**src/rtl/forward_pkg.sv**
```systemverilog
// Shared select encoding for the EX-stage operand bypass muxes.
// Both the RS and RT paths use this encoding.
package forward_pkg;

  typedef logic [1:0] fwd_sel_t;

  localparam fwd_sel_t FWD_NONE  = 2'b00;
  localparam fwd_sel_t FWD_MEMWB = 2'b01;
  localparam fwd_sel_t FWD_EXMEM = 2'b10;

endpackage : forward_pkg

```
**src/rtl/forward_unit_if.sv**
```systemverilog
// Bundle of ID/EX source addresses, later-stage destinations and the registered selects.
// The datapath side drives the addresses; the forward unit drives HM/LM.
interface forward_unit_if #(
  parameter int unsigned ADDR_W = 4
);
  import forward_pkg::*;

  logic [ADDR_W-1:0] RT;
  logic [ADDR_W-1:0] RS;
  logic [ADDR_W-1:0] EMRD;
  logic [ADDR_W-1:0] MWRD;
  logic              em_reg_write;
  logic              mw_reg_write;
  fwd_sel_t          HM;
  fwd_sel_t          LM;

  modport master (
    output RT, RS, EMRD, MWRD, em_reg_write, mw_reg_write,
    input  HM, LM
  );

  modport slave (
    input  RT, RS, EMRD, MWRD, em_reg_write, mw_reg_write,
    output HM, LM
  );

endinterface : forward_unit_if

```
**src/rtl/forward_sel.sv**
```systemverilog
// Combinational forward select for one source operand.
// The EX/MEM result is newer than MEM/WB, so it takes priority when both match.
module forward_sel
  import forward_pkg::*;
#(
  parameter int unsigned ADDR_W       = 4,
  parameter bit          EXCLUDE_ZERO = 1'b0
) (
  input  logic [ADDR_W-1:0] src,
  input  logic [ADDR_W-1:0] EMRD,
  input  logic [ADDR_W-1:0] MWRD,
  input  logic              em_reg_write,
  input  logic              mw_reg_write,
  output fwd_sel_t          sel
);

  logic em_hit;
  logic mw_hit;

  // A zero destination is ignored only when register 0 is hard-wired.
  assign em_hit = em_reg_write && (EMRD == src) && !(EXCLUDE_ZERO && (EMRD == '0));
  assign mw_hit = mw_reg_write && (MWRD == src) && !(EXCLUDE_ZERO && (MWRD == '0));

  always_comb begin
    sel = FWD_NONE;
    if (em_hit) begin
      sel = FWD_EXMEM;
    end else if (mw_hit) begin
      sel = FWD_MEMWB;
    end
  end

endmodule : forward_sel

```
**src/rtl/forward_unit.sv**
```systemverilog
// EX-stage bypass control: per-operand select logic followed by one register stage.
// Index 0 is the RS path (HM), index 1 is the RT path (LM).
module forward_unit
  import forward_pkg::*;
#(
  parameter int unsigned ADDR_W       = 4,
  parameter bit          EXCLUDE_ZERO = 1'b0
) (
  input  logic           clk,
  input  logic           rst,
  forward_unit_if.slave  bus
);

  localparam int unsigned NUM_SRC = 2;

  logic [ADDR_W-1:0] src      [NUM_SRC];
  fwd_sel_t          sel_next [NUM_SRC];
  fwd_sel_t          sel_reg  [NUM_SRC];

  assign src[0] = bus.RS;
  assign src[1] = bus.RT;

  generate
    for (genvar gi = 0; gi < NUM_SRC; gi++) begin : g_path
      forward_sel #(
        .ADDR_W       (ADDR_W),
        .EXCLUDE_ZERO (EXCLUDE_ZERO)
      ) u_sel (
        .src          (src[gi]),
        .EMRD         (bus.EMRD),
        .MWRD         (bus.MWRD),
        .em_reg_write (bus.em_reg_write),
        .mw_reg_write (bus.mw_reg_write),
        .sel          (sel_next[gi])
      );

      always_ff @(posedge clk or posedge rst) begin
        if (rst) begin
          sel_reg[gi] <= FWD_NONE;
        end else begin
          sel_reg[gi] <= sel_next[gi];
        end
      end
    end
  endgenerate

  assign bus.HM = sel_reg[0];
  assign bus.LM = sel_reg[1];

endmodule : forward_unit

```
**src/flat_wrapper.sv**
```systemverilog
// flat-port wrapper written by rule: the top's interface ports become plain ports
module forward_unit_flat import forward_pkg::*;
#(
  parameter int unsigned ADDR_W       = 4,
  parameter bit          EXCLUDE_ZERO = 1'b0
)
  (clk, rst, bus_RT, bus_RS, bus_EMRD, bus_MWRD, bus_em_reg_write, bus_mw_reg_write, bus_HM, bus_LM);
  forward_unit_if #(.ADDR_W(ADDR_W)) bus_i ();
  input  logic clk;
  input  logic rst;
  input wire logic [$bits(bus_i.RT)-1:0] bus_RT;
  input wire logic [$bits(bus_i.RS)-1:0] bus_RS;
  input wire logic [$bits(bus_i.EMRD)-1:0] bus_EMRD;
  input wire logic [$bits(bus_i.MWRD)-1:0] bus_MWRD;
  input wire logic [$bits(bus_i.em_reg_write)-1:0] bus_em_reg_write;
  input wire logic [$bits(bus_i.mw_reg_write)-1:0] bus_mw_reg_write;
  output wire logic [$bits(bus_i.HM)-1:0] bus_HM;
  output wire logic [$bits(bus_i.LM)-1:0] bus_LM;
  assign bus_i.RT = bus_RT;
  assign bus_i.RS = bus_RS;
  assign bus_i.EMRD = bus_EMRD;
  assign bus_i.MWRD = bus_MWRD;
  assign bus_i.em_reg_write = bus_em_reg_write;
  assign bus_i.mw_reg_write = bus_mw_reg_write;
  assign bus_HM = bus_i.HM;
  assign bus_LM = bus_i.LM;
  forward_unit #(.ADDR_W(ADDR_W), .EXCLUDE_ZERO(EXCLUDE_ZERO)) u_core (.clk(clk), .rst(rst), .bus(bus_i));
endmodule
```
**config.mk**
```make
export PLATFORM = sky130hd
export DESIGN_NAME = forward_unit_flat
export DESIGN_NICKNAME = d
export VERILOG_FILES = /design/src/rtl/forward_pkg.sv /design/src/rtl/forward_unit_if.sv /design/src/rtl/forward_sel.sv /design/src/rtl/forward_unit.sv /design/src/flat_wrapper.sv
export SDC_FILE = /design/constraint.sdc
export NUM_CORES = 1
export LEC_CHECK = 0
export ABC_AREA = 1
export BUFFER_PORTS_ARGS = -buffer_cell sky130_fd_sc_hd__buf_2
export CAP_MARGIN = 20
export CELL_PAD_IN_SITES_DETAIL_PLACEMENT = 1
export CELL_PAD_IN_SITES_GLOBAL_PLACEMENT = 1
export CORE_MARGIN = 5
export CORE_UTILIZATION = 29
export DETAILED_ROUTE_END_ITERATION = 12
export GPL_ROUTABILITY_DRIVEN = 0
export PLACE_DENSITY_LB_ADDON = 0.1
export SLEW_MARGIN = 20
export SYNTH_ARGS = -nofsm -noshare
export SYNTH_HDL_FRONTEND = slang
export SYNTH_HIERARCHICAL = 1
export SYNTH_SLANG_ARGS = --single-unit
```
**constraint.sdc**
```tcl
create_clock -name clk -period 0.8 [get_ports clk]
set_input_delay 0.08 -clock clk [delete_from_list [all_inputs] [get_ports clk]]
set_output_delay 0.08 -clock clk [all_outputs]
set_load 0.02 [all_outputs]
```
==> results of run 1 <==
[power groups by stage]
stage	Combinational [µW]	Clock (µW)	Sequential (µW)
5_1_grt	251	264	212
3_3_place_gp	210	0	213
2_1_floorplan	113	0	221
3_5_place_dp	214	0	213
4_1_cts	226	252	212
6_report	221	238	212
[logic make-up after synthesis]
family | synth area share (%)
simple gates | 45.2
buf+inv | 22.3
compound gates | 6.61
flops | 22.0
xor+xnor | 3.86
[final timing paths]
path	from	endpoint	slack [ns]	depth (start not counted)
hold / removal	bus_RT[0]	u_core/bus.LM[1]$_DFF_PP0_	0.18	4
min in group asynchronous	rst	u_core/bus.LM[1]$_DFF_PP0_	0.29	3
max in group asynchronous	rst	u_core/bus.HM[0]$_DFF_PP0_	0.37	3
setup / recovery	u_core/bus.LM[0]$_DFF_PP0_	bus_LM[0]	-0.002	1
[timing repair]
item,in CTS,in global routing
endpoints found under the hold margin,4,0
hold buffers,1,0
endpoints found under the setup margin,4,4
gates resized for setup,8,0
[per-layer routing]
| layer | GRT usage [%] | up-vias | part of all wire, % |
|---|---|---|---|
| met2 | 20.1 | 13 | 55 |
| met4 | 2.62 | 0 | 0 |
| li1 | - | 275 | - |
| met3 | 2.11 | 0 | 5.1 |
| met1 | 10.0 | 225 | 40 |
| met5 | 0 | - | 0 |
[cells in the mapped netlist]
cell type and n:
nand2_1 24, nand3_1 2, xor2_1 2, inv_1 21, or2_0 2, a21oi_1 2
buf_4 2, or2_1 2, o21ai_0 4, nand3_2 4, dfrtp_1 4, nor2_2 4
nor2_1 4, clkinv_1 2
[layout make-up]
cell class | count | area share (%)
Timing Repair Buffer | 24 | 23.8
Multi-Input combinational cell | 50 | 40.0
Tap cell | 16 | 3.17
Clock buffer | 3 | 3.56
Inverter | 23 | 13.7
Sequential cell | 4 | 15.8
[state kept, by name (all words and copies together) (netlist names)]
register       count
u_core/bus.HM      2
u_core/bus.LM      2
[stage by stage]
step	worst slack, ns	setup TNS [ns]	std cells
after floorplan	0.146	0	79
after global placement	0.0175	0	116
after detailed placement	-0.00593	-0.00593	116
after CTS	-0.0155	-0.0406	120
after global routing	-0.0272	-0.0874	120
final	-0.00238	-0.00238	120
==> results.toml, run 1 <==
[timing]
finalCritPeriodShare_pct = 100
finalSetupViolCount = 1
rsz0062_at_grt = "yes"
finalHoldViolations = 0
finalMaxSlewViolations = 0
min_period_ns = 0.802
tightest_slew_ns = 0.214
fmax_mhz = 1250
max_slew_margin_pct = 85.7
final.setup.worst_slack_ns = -0.00238
hold_ws_ns = 0.176

[setup_path]
cp.required_ns = 0.72
cp_cell_sequence = "buf_6"
path_buf_inv = 1
path_max_fanout = 1
startpoint_type = "register"
path_class = "reg2out"
slowest_stage = "dfrtp_1"
end_kind = "output port"
slowest_delay_ns = 0.37
critPathTopFamily = "flip-flops"
crit_arrival_ns = 0.72

[floorplan]
coreArea_mm2 = 0.00149
num_rows = 14
num_io_pins = 24
fp.dieH_um = 49.6
fp.dieW_um = 49.6
die-area_mm2 = 0.00246
start_util_pct = 30.5

[power_and_ir_drop]
swShare_pct = 29.2
net-switching-power_uw = 196
pwr-share-clk_pct = 35.4
p_int_uw = 475
p_leak_uw = 0.000405
total_power_uw = 671
seqPwrFrac_pct = 31.6
p_comb_share_pct = 33.0
power_density_mw_per_mm2 = 1060
vdd_drop_max_mv = 0.283

[global_routing]
antenna_found_initial = 0
grt_max_degree = 5
grt_pass1_vias = 512
gr-total-overflow = 0
grt.total_usage_pct = 10.0
grt_pass1_wl_um = 1960

[final_layout]
final_common_cell = "nand2_1"
final_cell_mix = "nand2_1 (24), inv_1 (21), buf_2 (19)"
fin_area_um2 = 632
final_util_pct = 42.4
multiInputGateArea_um2 = 253
syn_to_final_growth_pct = 39.1
antenna_cells = 0
layout-drive-gt1-share_pct = 32.7
final-seq-area_um2 = 100
fill_cells = 218
nets = 126

[place]
dpl_cell_area_um2 = 574
io_buffers = 23
detailed_place_hpwl_um = 1120

[synth]
synth_area_per_cell_um2 = 5.75
synthDistinctLibCells = 14
synth_warnings = 6
synth_cells = 79
synth_area_um2 = 454
synth_seq_cells = 4
seq_area_frac_synth_pct = 22.0
syn_nets = 99
synthTopCellsByArea = "dfrtp_1 (22%), nand2_1 (20%), inv_1 (17%)"
yosys.area.top_type = "dfrtp_1"
synth_top_area_share_pct = 22.0

[cts]
cts-buffers-inserted = 3
cts_tree = "built"
clkSinkCount = 4
htreeDepth = 1
cts_buffer_depth = 2
cts_root_buf = "clkbuf_4"
path_clk_slew_ns = 0.04
cts_setup_buffers = 0

[detailed_routing]
drt_iter0_drc = 3
via_count = 513
wirelength_um = 1210
routedWlPerCell_um = 10.1
ant_nets = 0
drtPass1Iterations = 2
drc = 0
routed_via_density = 4.28

[job]
max-cap-violations = 0

[status]
violations = "setup timing"
status = "complete, but fails checks"

[worst_hold_path]
hp-class = "in2reg"
(Power assumes the default switching activity.)
==> run 2: changes to the inputs <==
PLACE_DENSITY = 0.8   (was default)
PLACE_DENSITY_LB_ADDON = default   (was 0.1)
==> results.toml, run 2 (synthesis results as in run 1) <==
[detailed_routing]
drc = 0
routedWlPerCell_um = 10.0
routed_via_density = 4.32
drtPass1Iterations = 2
drt_iter0_drc = 1
via_count = 518
ant_nets = 0
wirelength_um = 1200

[final_layout]
multiInputGateArea_um2 = 253
fin_cells = 120
final_common_cell = "nand2_1"
final_cell_mix = "nand2_1 (24), inv_1 (21), buf_2 (19)"
layout-drive-gt1-share_pct = 32.7
fin_area_um2 = 632
antenna_cells = 0
nets = 126
fill_cells = 214
final-seq-area_um2 = 100
syn_to_final_growth_pct = 39.1

[cts]
cts_setup_buffers = 0
cts_root_buf = "clkbuf_4"
cts-buffers-inserted = 3
htreeDepth = 1
path_clk_slew_ns = 0.04
clkSinkCount = 4
cts_tree = "built"
cts_buffer_depth = 2

[floorplan]
num_io_pins = 24
fp.dieH_um = 49.6
coreArea_mm2 = 0.00149
num_rows = 14
die-area_mm2 = 0.00246
fp.dieW_um = 49.6
start_util_pct = 30.5

[global_routing]
grt_pass1_vias = 504
gr-total-overflow = 0
antenna_found_initial = 0
grt_max_degree = 5
grt.total_usage_pct = 10.7
grt_pass1_wl_um = 2060

[setup_path]
crit_arrival_ns = 0.73
startpoint_type = "register"
slowest_delay_ns = 0.37
path_max_fanout = 1
end_kind = "output port"
path_buf_inv = 1
slowest_stage = "dfrtp_1"
path_class = "reg2out"
critPathTopFamily = "flip-flops"
critical_path.startpoint = "u_core/bus.LM[1]$_DFF_PP0_"
crit_path_end = "bus_LM[1]"
cp_cell_sequence = "buf_6"
cp.depth = 1
cp.required_ns = 0.72

[timing]
fmax_mhz = 1230
min_period_ns = 0.811
final.setup.worst_slack_ns = -0.0106
finalMaxSlewViolations = 0
finalSetupViolCount = 4
setup_tns_ns = -0.0161
max_slew_margin_pct = 87.7
finalHoldViolations = 0
rsz0062_at_grt = "yes"
finalCritPeriodShare_pct = 101
tightest_slew_ns = 0.183

[place]
dp_cells = 116
place_ws_ns = 0.00498
dpl_cell_area_um2 = 574
io_buffers = 23
detailed_place_hpwl_um = 1090

[job]
max-cap-violations = 0

[power_and_ir_drop]
p_comb_share_pct = 32.4
total_power_uw = 679
net-switching-power_uw = 204
vdd_drop_max_mv = 0.364
power_density_mw_per_mm2 = 1080
swShare_pct = 30.0
seqPwrFrac_pct = 31.2
p_int_uw = 475
p_leak_uw = 0.000405
pwr-share-clk_pct = 36.4

[status]
status = "complete, but fails checks"
violations = "setup timing"

[worst_hold_path]
hp-class = "in2reg"
run 2: cell counts in the layout (fill, tap and decap cells not counted):
Identical to the previous run, type by type.
run 2: what timing repair did:
action                     4_1_cts  5_1_grt
hold endpoints to repair         4        0
resized for setup                8        0
hold buffers                     1        0
pin swaps                        0        0
setup endpoints to repair        4        4
run 2: area by class of cell:
cell class,instances,area share (%)
Inverter,23,13.7
Sequential cell,4,15.8
Clock buffer,3,3.56
Multi-Input combinational cell,50,40.0
Timing Repair Buffer,24,23.8
Tap cell,16,3.17
run 2: worst min-delay path by stage:
stage / startpoint / end / slack [ns] / cells past startpoint
final: bus_RT[0] / u_core/bus.LM[1]$_DFF_PP0_ / 0.17 / 4
after global routing: bus_RS[0] / u_core/bus.HM[1]$_DFF_PP0_ / 0.18 / 4
after CTS: bus_RT[0] / u_core/bus.LM[1]$_DFF_PP0_ / 0.16 / 4
after detailed placement: rst / u_core/bus.HM[1]$_DFF_PP0_ / -0.03 / 2
after global placement: rst / u_core/bus.HM[0]$_DFF_PP0_ / -0.04 / 2
after floorplan: rst / u_core/bus.HM[0]$_DFF_PP0_ / -0.15 / 1
run 2: power groups by stage:
| stage | Clock (µW) | Sequential [µW] | Combinational [µW] |
|---|---|---|---|
| 6_report | 248 | 212 | 220 |
| 4_1_cts | 267 | 212 | 225 |
| 3_5_place_dp | 0 | 213 | 214 |
| 3_3_place_gp | 0 | 213 | 208 |
| 5_1_grt | 288 | 212 | 251 |
| 2_1_floorplan | 0 | 221 | 113 |
run 2: stage by stage:
step / hold slack, ns / utilization [%]
finish: 0.174 / 42.4
global route: 0.175 / 42.4
CTS: 0.161 / 42.4
detailed placement: -0.0320 / 38.6
global placement: -0.0431 / 38.6
floorplan: -0.154 / -
run 2: per-layer routing:
layer | up-vias | GRT usage (%) | wire length [µm]
met5 | - | 0 | 0
met4 | 0 | 6.55 | 8
met3 | 2 | 2.41 | 67
met2 | 17 | 18.2 | 615
met1 | 223 | 11.8 | 511
li1 | 276 | - | -
==> run 3: changes to the inputs <==
GPL_TIMING_DRIVEN = 0   (was default)
==> results.toml, run 3 (synthesis results as in run 1) <==
[status]
status = "complete, but fails checks"
violations = "setup timing"

[cts]
path_clk_slew_ns = 0.04
clkSinkCount = 4
cts_buffer_depth = 2
cts_root_buf = "clkbuf_4"
cts_tree = "built"
htreeDepth = 1
cts-buffers-inserted = 3

[timing]
finalHoldViolations = 0
final.setup.worst_slack_ns = -0.0240
hold_ws_ns = 0.222
finalMaxSlewViolations = 0
max_slew_margin_pct = 86.2
tightest_slew_ns = 0.206
finalCritPeriodShare_pct = 103
min_period_ns = 0.824
finalSetupViolCount = 4
fmax_mhz = 1210
rsz0062_at_grt = "yes"

[global_routing]
grt_pass1_vias = 566
grt.total_usage_pct = 11.7
gr-total-overflow = 0
antenna_found_initial = 0
grt_pass1_wl_um = 2210
grt_max_degree = 5

[detailed_routing]
routedWlPerCell_um = 10.6
via_count = 524
wirelength_um = 1290
drc = 0
drtPass1Iterations = 1
ant_nets = 0
routed_via_density = 4.30
drt_iter0_drc = 0

[setup_path]
startpoint_type = "register"
critPathTopFamily = "flip-flops"
cp_cell_sequence = "buf_6"
end_kind = "output port"
path_class = "reg2out"
slowest_stage = "dfrtp_1"
crit_arrival_ns = 0.74
cp.depth = 1
cp.required_ns = 0.72
path_buf_inv = 1
slowest_delay_ns = 0.37
path_max_fanout = 1

[power_and_ir_drop]
vdd_drop_max_mv = 0.361
power_density_mw_per_mm2 = 1070
p_leak_uw = 0.000416

[worst_hold_path]
hp-class = "in2reg"
holdPathStages = 5
hp-start = "bus_mw_reg_write"
hold_end = "u_core/bus.HM[0]$_DFF_PP0_"

[floorplan]
num_io_pins = 24
coreArea_mm2 = 0.00149
start_util_pct = 30.5
num_rows = 14
die-area_mm2 = 0.00246
fp.dieW_um = 49.6
fp.dieH_um = 49.6

[final_layout]
antenna_cells = 0
final_common_cell = "nand2_1"
layout-drive-gt1-share_pct = 34.0
final_cell_mix = "nand2_1 (24), inv_1 (21), buf_2 (19)"
syn_to_final_growth_pct = 42.4
fill_cells = 223
nets = 128
fin_cells = 122
fin_area_um2 = 647

[place]
detailed_place_hpwl_um = 1160
place_ws_ns = -0.0670
dpl_cell_area_um2 = 589
dp_cells = 118
io_buffers = 23

[job]
max-cap-violations = 0
run 3: cell types whose count changed in the layout (fill, tap and decap cells not counted), sizes merged:
cell / change
buf: +2
run 3: repair_timing:
item	CTS	global route
endpoints found under the setup margin	4	4
hold endpoints to repair	4	0
buffers inserted	0	0
hold buffers	1	0
gates resized for setup	8	0
run 3: metal layers:
metal / wire length, µm / track usage, %
met4: 27 / 7.86
met3: 59 / 2.41
met1: 498 / 11.3
met2: 708 / 21.8
met5: 0 / 0
run 3: worst max path at each step:
stage,startpoint,endpoint,slack [ns]
2_1_floorplan,bus_EMRD[1],u_core/bus.HM[1]$_DFF_PP0_,0.15
3_3_place_gp,bus_EMRD[0],u_core/bus.HM[1]$_DFF_PP0_,-0.04
3_5_place_dp,bus_EMRD[0],u_core/bus.HM[1]$_DFF_PP0_,-0.07
4_1_cts,u_core/bus.HM[0]$_DFF_PP0_,bus_HM[0],-0.03
5_1_grt,u_core/bus.HM[1]$_DFF_PP0_,bus_HM[1],-0.07
6_report,u_core/bus.HM[1]$_DFF_PP0_,bus_HM[1],-0.02
run 3: final cells by class:
type                            instances  area, µm²  area share [%]
Tap cell                               16       20.0            3.09
Timing Repair Buffer                   24        150            23.2
Clock buffer                            3       22.5            3.48
Sequential cell                         4        100            15.5
Buffer                                  2       15.0            2.32
Inverter                               23       86.3            13.3
Multi-Input combinational cell         50        253            39.1
run 3: per-stage QoR:
| stage | utilization [%] | TNS (ns) | total power, µW |
|---|---|---|---|
| after global routing | 43.4 | -0.221 | 765 |
| final | 43.4 | -0.0522 | 691 |
| after detailed placement | 39.6 | -0.122 | 432 |
| after floorplan | - | 0 | 335 |
| after CTS | 43.4 | -0.0900 | 709 |
| after global placement | 39.6 | -0.0630 | 424 |
run 3: report_power, final:
part | switching (µW) | leakage, µW | internal [µW]
registers | 2.83 | 0.0000552 | 209
logic | 124 | 0.000347 | 102
clock network | 84.9 | 0.0000138 | 168
